`src/rtl/instr_decode_stage_pkg.sv`:
```
// -----------------------------------------------------------------------------
// instr_decode_stage_pkg
// Shared definitions for the RV32I decode stage and the immediate generator:
//   - imm_type_e    : immediate-format codes (I/B/S/U/J/none)
//   - OPC_*         : RV32I major opcodes
//   - decoded_t     : decoded instruction bundle (everything except the PC)
//   - classify_imm_type / opcode_is_known : opcode classification helpers
// -----------------------------------------------------------------------------
package instr_decode_stage_pkg;

    typedef enum logic [2:0] {
        IMM_I    = 3'd0,
        IMM_B    = 3'd1,
        IMM_S    = 3'd2,
        IMM_U    = 3'd3,
        IMM_J    = 3'd4,
        IMM_NONE = 3'd7
    } imm_type_e;

    localparam logic [6:0] OPC_LOAD     = 7'b0000011;
    localparam logic [6:0] OPC_MISC_MEM = 7'b0001111;
    localparam logic [6:0] OPC_OP_IMM   = 7'b0010011;
    localparam logic [6:0] OPC_AUIPC    = 7'b0010111;
    localparam logic [6:0] OPC_STORE    = 7'b0100011;
    localparam logic [6:0] OPC_OP       = 7'b0110011;
    localparam logic [6:0] OPC_LUI      = 7'b0110111;
    localparam logic [6:0] OPC_BRANCH   = 7'b1100011;
    localparam logic [6:0] OPC_JALR     = 7'b1100111;
    localparam logic [6:0] OPC_JAL      = 7'b1101111;
    localparam logic [6:0] OPC_SYSTEM   = 7'b1110011;

    typedef struct packed {
        logic [24:0] imm_in;
        imm_type_e   imm_type;
        logic [6:0]  opcode;
        logic [4:0]  rd;
        logic [4:0]  rs1;
        logic [4:0]  rs2;
        logic [2:0]  funct3;
        logic        funct7_5;
        logic        illegal;
    } decoded_t;

    // Bundle contents after reset: all zero, no immediate format.
    localparam decoded_t DECODED_RESET = '{
        imm_in:   25'd0,
        imm_type: IMM_NONE,
        opcode:   7'd0,
        rd:       5'd0,
        rs1:      5'd0,
        rs2:      5'd0,
        funct3:   3'd0,
        funct7_5: 1'b0,
        illegal:  1'b0
    };

    // Map a major opcode onto the immediate format it uses.
    function automatic imm_type_e classify_imm_type(input logic [6:0] opcode);
        imm_type_e t;
        case (opcode)
            OPC_LOAD, OPC_OP_IMM, OPC_JALR,
            OPC_MISC_MEM, OPC_SYSTEM: t = IMM_I;
            OPC_STORE:                t = IMM_S;
            OPC_BRANCH:               t = IMM_B;
            OPC_LUI, OPC_AUIPC:       t = IMM_U;
            OPC_JAL:                  t = IMM_J;
            default:                  t = IMM_NONE; // R-type and unknown opcodes
        endcase
        return t;
    endfunction

    // True for every opcode the stage recognises (all formats plus R-type).
    function automatic logic opcode_is_known(input logic [6:0] opcode);
        logic k;
        case (opcode)
            OPC_LOAD, OPC_OP_IMM, OPC_JALR, OPC_MISC_MEM, OPC_SYSTEM,
            OPC_STORE, OPC_BRANCH, OPC_LUI, OPC_AUIPC, OPC_JAL,
            OPC_OP:   k = 1'b1;
            default:  k = 1'b0;
        endcase
        return k;
    endfunction

endpackage

```
`src/rtl/decode_skid_buf.sv`:
```
// -----------------------------------------------------------------------------
// decode_skid_buf
// Generic 2-entry skid buffer (main + skid register). in_ready is a flop so
// the upstream ready path has no combinational dependence on out_ready.
// Parameters: W (payload width), RESET_VAL (payload contents after reset).
// Ports:
//   clk, rst_n       clock, async active-low reset
//   flush            synchronous kill of both entries (drops a same-cycle accept)
//   in_valid/in_ready/in_data     upstream handshake
//   out_valid/out_ready/out_data  downstream handshake, driven from main entry
// -----------------------------------------------------------------------------
module decode_skid_buf #(
    parameter int           W         = 8,
    parameter logic [W-1:0] RESET_VAL = {W{1'b0}}
) (
    input  logic         clk,
    input  logic         rst_n,
    input  logic         flush,
    input  logic         in_valid,
    output logic         in_ready,
    input  logic [W-1:0] in_data,
    output logic         out_valid,
    input  logic         out_ready,
    output logic [W-1:0] out_data
);

    logic         main_valid_r, main_valid_s;
    logic         skid_valid_r, skid_valid_s;
    logic         in_ready_r,   in_ready_s;
    logic [W-1:0] main_data_r,  main_data_s;
    logic [W-1:0] skid_data_r,  skid_data_s;
    logic         accept_s;
    logic         fire_s;

    assign accept_s = in_valid & in_ready_r;
    assign fire_s   = main_valid_r & out_ready;

    // Next-state for both entries; data of an emptied entry holds its value.
    always_comb begin
        main_valid_s = main_valid_r;
        skid_valid_s = skid_valid_r;
        main_data_s  = main_data_r;
        skid_data_s  = skid_data_r;
        if (flush) begin
            main_valid_s = 1'b0;
            skid_valid_s = 1'b0;
        end else if (!main_valid_r || fire_s) begin
            if (skid_valid_r) begin
                // in_ready is low here, so no accept can collide with the refill
                main_data_s  = skid_data_r;
                main_valid_s = 1'b1;
                skid_valid_s = 1'b0;
            end else if (accept_s) begin
                main_data_s  = in_data;
                main_valid_s = 1'b1;
            end else begin
                main_valid_s = 1'b0;
            end
        end else begin
            if (accept_s) begin
                skid_data_s  = in_data;
                skid_valid_s = 1'b1;
            end else begin
                skid_valid_s = skid_valid_r;
            end
        end
        in_ready_s = ~skid_valid_s;
    end

    // Buffer state registers.
    always_ff @(posedge clk or negedge rst_n) begin
        if (!rst_n) begin
            main_valid_r <= 1'b0;
            skid_valid_r <= 1'b0;
            in_ready_r   <= 1'b1;
            main_data_r  <= RESET_VAL;
            skid_data_r  <= RESET_VAL;
        end else begin
            main_valid_r <= main_valid_s;
            skid_valid_r <= skid_valid_s;
            in_ready_r   <= in_ready_s;
            main_data_r  <= main_data_s;
            skid_data_r  <= skid_data_s;
        end
    end

    assign in_ready  = in_ready_r;
    assign out_valid = main_valid_r;
    assign out_data  = main_data_r;

    decode_skid_buf_chk u_chk (
        .clk        (clk),
        .rst_n      (rst_n),
        .main_valid (main_valid_r),
        .skid_valid (skid_valid_r),
        .in_ready   (in_ready_r)
    );

endmodule

```
`src/rtl/decode_skid_buf_chk.sv`:
```
// -----------------------------------------------------------------------------
// decode_skid_buf_chk
// Structural invariants of the 2-entry skid buffer.
// Ports: clk, rst_n, main_valid, skid_valid, in_ready (all observed only).
// -----------------------------------------------------------------------------
module decode_skid_buf_chk (
    input logic clk,
    input logic rst_n,
    input logic main_valid,
    input logic skid_valid,
    input logic in_ready
);

    // The skid entry only ever fills behind an occupied main entry.
    a_no_skid_without_main: assert property (
        @(posedge clk) disable iff (!rst_n) (main_valid || !skid_valid)
    );

    // Upstream ready is exactly "skid slot free".
    a_ready_tracks_skid: assert property (
        @(posedge clk) disable iff (!rst_n) (in_ready == !skid_valid)
    );

endmodule

```
`src/rtl/instr_decode_stage.sv`:
```
// -----------------------------------------------------------------------------
// instr_decode_stage
// Registered RV32I decode stage: classifies the opcode into the immediate
// format code, splits out register/function fields, and presents the result
// one cycle later through a 2-entry skid buffer.
// Optional feature: define DECODE_ILLEGAL_DETECT_EN to flag unrecognised
// opcodes on illegal_o; otherwise illegal_o is tied low.
// Parameters: XLEN (PC width), RESET_PC_TAG (pc_o after reset).
// Ports:
//   clk, rst_n, flush                       clock, async reset, redirect kill
//   in_valid, in_ready, instr_i, pc_i       fetch side
//   out_valid, out_ready                    downstream handshake
//   imm_in_o, imm_type_o, opcode_o, rd_o, rs1_o, rs2_o, funct3_o,
//   funct7_5_o, pc_o, illegal_o             decoded bundle
// -----------------------------------------------------------------------------
module instr_decode_stage
    import instr_decode_stage_pkg::*;
#(
    parameter int              XLEN         = 32,
    parameter logic [XLEN-1:0] RESET_PC_TAG = 32'h0000_0000
) (
    input  logic            clk,
    input  logic            rst_n,
    input  logic            flush,
    input  logic            in_valid,
    output logic            in_ready,
    input  logic [31:0]     instr_i,
    input  logic [XLEN-1:0] pc_i,
    output logic            out_valid,
    input  logic            out_ready,
    output logic [24:0]     imm_in_o,
    output logic [2:0]      imm_type_o,
    output logic [6:0]      opcode_o,
    output logic [4:0]      rd_o,
    output logic [4:0]      rs1_o,
    output logic [4:0]      rs2_o,
    output logic [2:0]      funct3_o,
    output logic            funct7_5_o,
    output logic [XLEN-1:0] pc_o,
    output logic            illegal_o
);

    localparam int DEC_W = $bits(decoded_t);
    localparam int BUF_W = XLEN + DEC_W;

    decoded_t           dec_s;
    decoded_t           out_dec_s;
    logic [BUF_W-1:0]   out_data_s;
    logic               out_valid_s;

    // Field split and opcode classification of the incoming instruction.
    always_comb begin
        dec_s          = DECODED_RESET;
        dec_s.imm_in   = instr_i[31:7];
        dec_s.imm_type = classify_imm_type(instr_i[6:0]);
        dec_s.opcode   = instr_i[6:0];
        dec_s.rd       = instr_i[11:7];
        dec_s.rs1      = instr_i[19:15];
        dec_s.rs2      = instr_i[24:20];
        dec_s.funct3   = instr_i[14:12];
        dec_s.funct7_5 = instr_i[30];
`ifdef DECODE_ILLEGAL_DETECT_EN
        dec_s.illegal  = ~opcode_is_known(instr_i[6:0]) | (instr_i[1:0] != 2'b11);
`else
        dec_s.illegal  = 1'b0;
`endif
    end

    decode_skid_buf #(
        .W         (BUF_W),
        .RESET_VAL ({RESET_PC_TAG, DECODED_RESET})
    ) u_skid (
        .clk       (clk),
        .rst_n     (rst_n),
        .flush     (flush),
        .in_valid  (in_valid),
        .in_ready  (in_ready),
        .in_data   ({pc_i, dec_s}),
        .out_valid (out_valid_s),
        .out_ready (out_ready),
        .out_data  (out_data_s)
    );

    assign out_dec_s  = out_data_s[DEC_W-1:0];
    assign pc_o       = out_data_s[BUF_W-1 -: XLEN];
    assign out_valid  = out_valid_s;
    assign imm_in_o   = out_dec_s.imm_in;
    // A stale entry must never be mistaken for a live immediate format.
    assign imm_type_o = out_valid_s ? out_dec_s.imm_type : IMM_NONE;
    assign opcode_o   = out_dec_s.opcode;
    assign rd_o       = out_dec_s.rd;
    assign rs1_o      = out_dec_s.rs1;
    assign rs2_o      = out_dec_s.rs2;
    assign funct3_o   = out_dec_s.funct3;
    assign funct7_5_o = out_dec_s.funct7_5;
`ifdef DECODE_ILLEGAL_DETECT_EN
    assign illegal_o  = out_dec_s.illegal;
`else
    assign illegal_o  = 1'b0;
`endif

endmodule

```
`config.mk`:
```
export PLATFORM = sky130hd
export DESIGN_NAME = instr_decode_stage
export DESIGN_NICKNAME = d
export VERILOG_FILES = /design/src/rtl/instr_decode_stage_pkg.sv /design/src/rtl/decode_skid_buf.sv /design/src/rtl/decode_skid_buf_chk.sv /design/src/rtl/instr_decode_stage.sv
export SDC_FILE = /design/constraint.sdc
export NUM_CORES = 1
export LEC_CHECK = 0
export CAP_MARGIN = 5
export CORE_MARGIN = 8
export CORE_UTILIZATION = 54
export DETAILED_ROUTE_END_ITERATION = 8
export GPL_TIMING_DRIVEN = 0
export MAX_ROUTING_LAYER = met4
export PLACE_DENSITY_LB_ADDON = 0.25
export SLEW_MARGIN = 20
export SYNTH_ARGS = -nofsm -noshare
export SYNTH_HDL_FRONTEND = slang
export SYNTH_SLANG_ARGS = --single-unit
```
`constraint.sdc`:
```
create_clock -name clk -period 3.45 [get_ports clk]
set_input_delay 0.5175 -clock clk [delete_from_list [all_inputs] [get_ports clk]]
set_output_delay 0.5175 -clock clk [all_outputs]
set_load 0.05 [all_outputs]
```
-- Yosys cells after proc, flatten, opt, wreduce, memory -nomap -nowiden
Cells that the tools add are included.
Widths: inputs -> output; s select.
- logic and storage cells: 39
- output and inout port bits: 89
- bits in registers: 176
- equality and inequality tests: 10
- reduce and logical (&&, ||, !) cells: 8
- mux-type cells: 11
- bitwise operators: 5
- operators with widths (operator ; number):
    $mux 87 ; 2
    $eq 7x7->1 const B ; 4
    $pmux 3 s5 ; 1
    $eq 7x5->1 const B ; 2
    $eq 7x6->1 const B ; 2
    $eq 7x2->1 const B ; 1
    $eq 7x4->1 const B ; 1
    $mux 1 ; 7
    $reduce_and 3->1 ; 2
    $reduce_or 5->1 ; 1
    $reduce_bool 2->1 ; 2
    $mux 3 ; 1
    $not 1->1 ; 3
    $and 1x1->1 ; 2
    $reduce_or 2->1 ; 1
    $logic_not 1->1 ; 1
    $logic_or 1x1->1 ; 1

-- Depth between registers and ports, before layout
- word-level depth: 5
- mapped depth: 6
- depth with buffers taken out: 4

-- Modules after synthesis
Synthesis repeated with hierarchy kept, for this count alone.
- cell total of the unflattened synthesis: 501
- area, all modules: 7840.0 um^2
- by module, submodules not included (module ; instances ; cells each ; area each (um^2)):
    decode_skid_buf ; 1 ; 476 ; 7667.4
    instr_decode_stage ; 1 ; 25 ; 172.7

-- Worst setup path after synthesis
OpenSTA, ideal clock, no wires.
- path type: reg2reg
- start point: reg u_skid.main_valid_r, in the netlist u_skid.out_valid
- end point: reg u_skid.skid_data_r[57]
- cell stages (with the launch flop): 6
- period minus slack after synthesis: 1.881 ns
- required time: 3.325 ns
- data arrival time: 1.756 ns
- setup time: 0.125 ns
- slack: 1.569 ns
- cells stage by stage: dfrtp_1 > nand2b_1 > nor3_2 > buf_4 > buf_6 > mux2_2
- word-level cells in the longest chain between the ends: 4
- elaborated cells on any way between the ends: 5
- those cells by class: bitwise: 2; reduce/logical: 3
- RTL lines (what ; line ; source):
    start: declaration ; decode_skid_buf.sv:27 ; logic main_valid_r, main_valid_s;
    start signal: assignment ; decode_skid_buf.sv:79 ; main_valid_r <= main_valid_s;
    $and 1x1->1 / $logic_not 1->1 (equally long branches) ; decode_skid_buf.sv:36, decode_skid_buf.sv:47 ;
    $logic_or 1x1->1 (*) ; decode_skid_buf.sv:47 ; end else if (!main_valid_r || fire_s) begin
    $not 1->1 (no source line) (*) ; -- ;
    $reduce_and 3->1 (no source line) (*) ; -- ;
    end signal: assignment ; decode_skid_buf.sv:83 ; skid_data_r <= skid_data_s;
    end: declaration ; decode_skid_buf.sv:31 ; logic [W-1:0] skid_data_r, skid_data_s;
Every way passes the cells marked *; elsewhere a longest branch is shown, timed or not.
A chain may end at the register's enable or synchronous reset.

-- Final worst setup path
- start point: reg u_skid.main_data_r[28], in the netlist u_skid.out_data[28]
- end point: out imm_type_o[1]
- word-level cells in the longest chain between the ends: 1
- RTL lines (what ; line ; source):
    start: declaration ; decode_skid_buf.sv:30 ; logic [W-1:0] main_data_r, main_data_s;
    start signal: assignment ; decode_skid_buf.sv:82 ; main_data_r <= main_data_s;
    $mux 3 ; instr_decode_stage.sv:89 ; assign imm_type_o = out_valid_s ? out_dec_s.imm_type : IMM_NONE;
    end: declaration ; instr_decode_stage.sv:32 ; output logic [2:0] imm_type_o,
Every way passes these cells.

==> out/metrics.yaml <==
routing:
  drt-initial-drc-count: 307
  routed_wl_um: 15460
  drt_pass1_iterations: 4
  ant_nets: 0
  wl_per_cell_um: 17.37
  viasPerCell: 5.122
  drc: 0
  vias: 4559
die:
  die_area_um2: 15730
  start_util: 0.5450
  rows: 40
  top_level_ports: 158
  die-width_um: 125.4
  fp.coreArea_um2: 11860
  die_height_um: 125.4
logic_synthesis:
  synth_cell_types: 30
  yosysWarnings: 0
  synthCells: 557
  seq_area_frac_synth: 0.5316
  ys_ff_latch: 137
  syn-num-nets: 626
  syn_area_um2: 6465
  avgSynthCellArea_um2: 11.61
  synthTopCellsByArea: "dfrtp_1 (50%), mux2_2 (11%), mux2i_1 (10%), buf_4 (9.8%), a21oi_1 (5.3%)"
  yosys.area.top_type: "dfrtp_1"
  synth.top_cell.area_share: 0.5032
sta:
  rsz0062_at_grt: "no"
  period_minus_slack_ns: 2.391
  relSlewSlack: 0.5713
  min_period_over_period: 0.6931
  final_hold_viol_count: 0
  finClkSkew_ns: 0.003609
  worst_slack_ns: 1.059
  slew_viol_final: 0
  worstMarginPinSlew_ns: 0.6350
  max_freq_ghz: 0.4182
  finalSetupViolCount: 0
flow_run:
  cap_violations: 0
placement:
  io_buffers: 153
  post_dp_cell_area_um2: 8213
  gp_congestion: 0.7738
  hpwlAfterDp_um: 10880
  place_ws_ns: 1.031
pwr:
  ir_drop_mv: 0.3222
  leakage_nw: 3.769
  power_density_nw_per_um2: 684.2
grt:
  grt_usage: 0.2075
  overflow: 0
  grt_pass1_wl_um: 25420
  first_global_vias: 4986
  grt_max_degree: 78
  antenna_found_initial: 0
clock_network:
  htreeDepth: 4
  cts_tree: "yes"
  clock_latency_ns: 0.41
  cts_resized: 0
  postCtsSetupBuffers: 0
  cts_sinks: 137
  cts_buffers: 17
  cts_root_buf: "clkbuf_16"
  ctsLongestPathBuffers: 2
  postCtsHoldBufs: 0
  path_clk_slew_ns: 0.06
finish:
  drive_gt1_frac: 0.2853
  layout.nets: 799
  stdcell_area_um2: 8905
  nFillCells: 823
  antennaDiodeCount: 0
  synthToLayoutAreaGrowth_pct: 37.74
status:
  outcome: "complete, no violations"
worst_setup_path:
  crit_type: "reg -> out"
  cp.arrival_ns: 1.87
  path_max_fanout: 2
  end_kind: "output port"
  cp-start-kind: "flop"
  cp.required_ns: 2.93
min_path:
  min_path_type: "in -> async"
synthesized netlist by cell type:
cell and count:
dfrtp_1 130, buf_4 84, nor2_1 70, a21oi_1 69, mux2i_1 67, mux2_2 64, buf_2 20, nand2b_1 9
clkbuf_1 7, dfstp_2 7, a31oi_1 4, inv_1 4, buf_6 3, nand2_1 3, a2111o_1 1, and2_1 1
buf_1 1, conb_1 1, maj3_1 1, nor2b_1 1, nor3_2 1, nor3_4 1, nor3b_1 1, nor4_1 1
nor4bb_1 1, o21bai_1 1, o311ai_0 1, o31ai_1 1, o32ai_1 1, or3_1 1
cell type report:
| type | count | area, µm² | area share |
|---|---|---|---|
| Buffer | 115 | 794.5 | 0.08922 |
| Clock inverter | 12 | 245.2 | 0.02754 |
| Multi-Input combinational cell | 301 | 2218 | 0.2491 |
| Sequential cell | 137 | 3437 | 0.3860 |
| Clock buffer | 20 | 446.7 | 0.05016 |
| Tap cell | 147 | 183.9 | 0.02065 |
| Timing Repair Buffer | 154 | 1564 | 0.1756 |
| Inverter | 4 | 15.01 | 0.001686 |
final timing paths:
| check | slack (ns) | from | depth (start not counted) | to |
|---|---|---|---|---|
| hold reg to reg | 0.50 | u_skid.skid_data_r[56]$_DFFE_PN0P_ | 1 | u_skid.skid_data_r[56]$_DFFE_PN0P_ |
| max in group asynchronous | 2.69 | rst_n | 2 | u_skid.out_data[29]$_DFFE_PN1P_ |
| setup / recovery | 1.06 | u_skid.out_data[28]$_DFFE_PN1P_ | 2 | imm_type_o[1] |
| min in group clk | 0.48 | instr_i[6] | 2 | u_skid.skid_data_r[26]$_DFFE_PN0P_ |
| hold / removal | 0.02 | rst_n | 1 | u_skid.skid_data_r[31]$_DFFE_PN0P_ |
| setup reg to reg | 1.50 | u_skid.out_valid$_DFFE_PN0N_ | 5 | u_skid.out_data[45]$_DFFE_PN0P_ |
worst max-delay path, stage by stage (launching register included):
cell	delay [ns]
dfstp_2	0.52
nand2b_1	0.10
clkdlybuf4s50_1	0.84
report_power, final:
part / switching (mW) / internal [mW]
registers: 0.193 / 1.96
clock network: 0.674 / 1.45
logic: 1.01 / 0.809
kinds of logic after synthesis:
group	count (synthesis)	synth area share
flops	137	0.5316
mux	131	0.2152
buf+inv	119	0.1252
simple gates	90	0.06174
compound gates	78	0.06406
fa+ha+maj	1	0.001548
other cells	1	0.0005801
flip-flops by register name (all words and copies together) (netlist names):
register and cells:
u_skid.out_data 67, u_skid.skid_valid_r 1, u_skid.out_valid 1, u_skid.skid_data_r 67, u_skid.in_ready 1
routing by layer:
| metal | wire length [µm] | part of all wire | global-route usage |
|---|---|---|---|
| met5 | 0 | 0 | - |
| met4 | 232 | 0.015 | 0.07235 |
| met3 | 636 | 0.041 | 0.04590 |
| met2 | 8176 | 0.53 | 0.3531 |
| met1 | 6415 | 0.41 | 0.2378 |
layout by cell type, fill, tap and decap left out, types with 2 or more instances in the layout:
master / n
clkinv_2: 2
clkbuf_1: 9
a31oi_1: 4
mux2_2: 64
clkdlybuf4s50_1: 152
dfstp_2: 7
bufinv_16: 7
clkinv_4: 2
nand2_1: 3
mux2i_1: 67
dfrtp_1: 130
buf_4: 84
inv_1: 4
nor2_1: 70
clkbuf_16: 17
buf_6: 3
a21oi_1: 69
nand2b_1: 9
buf_2: 20
per-stage QoR:
step,total power [mW],util,setup TNS (ns),hold WS [ns],std cells
finish,6.093,0.7507,0,0.02097,890
global route,6.321,0.7507,0,0.05384,890
CTS,6.138,0.7507,0,0.04069,890
detailed placement,4.006,0.6924,0,0.4833,858
global placement,3.933,0.6897,-445.91,0.4883,857
floorplan,3.402,-,0,0.2219,557
No activity file was read; power rests on OpenSTA's default activity.
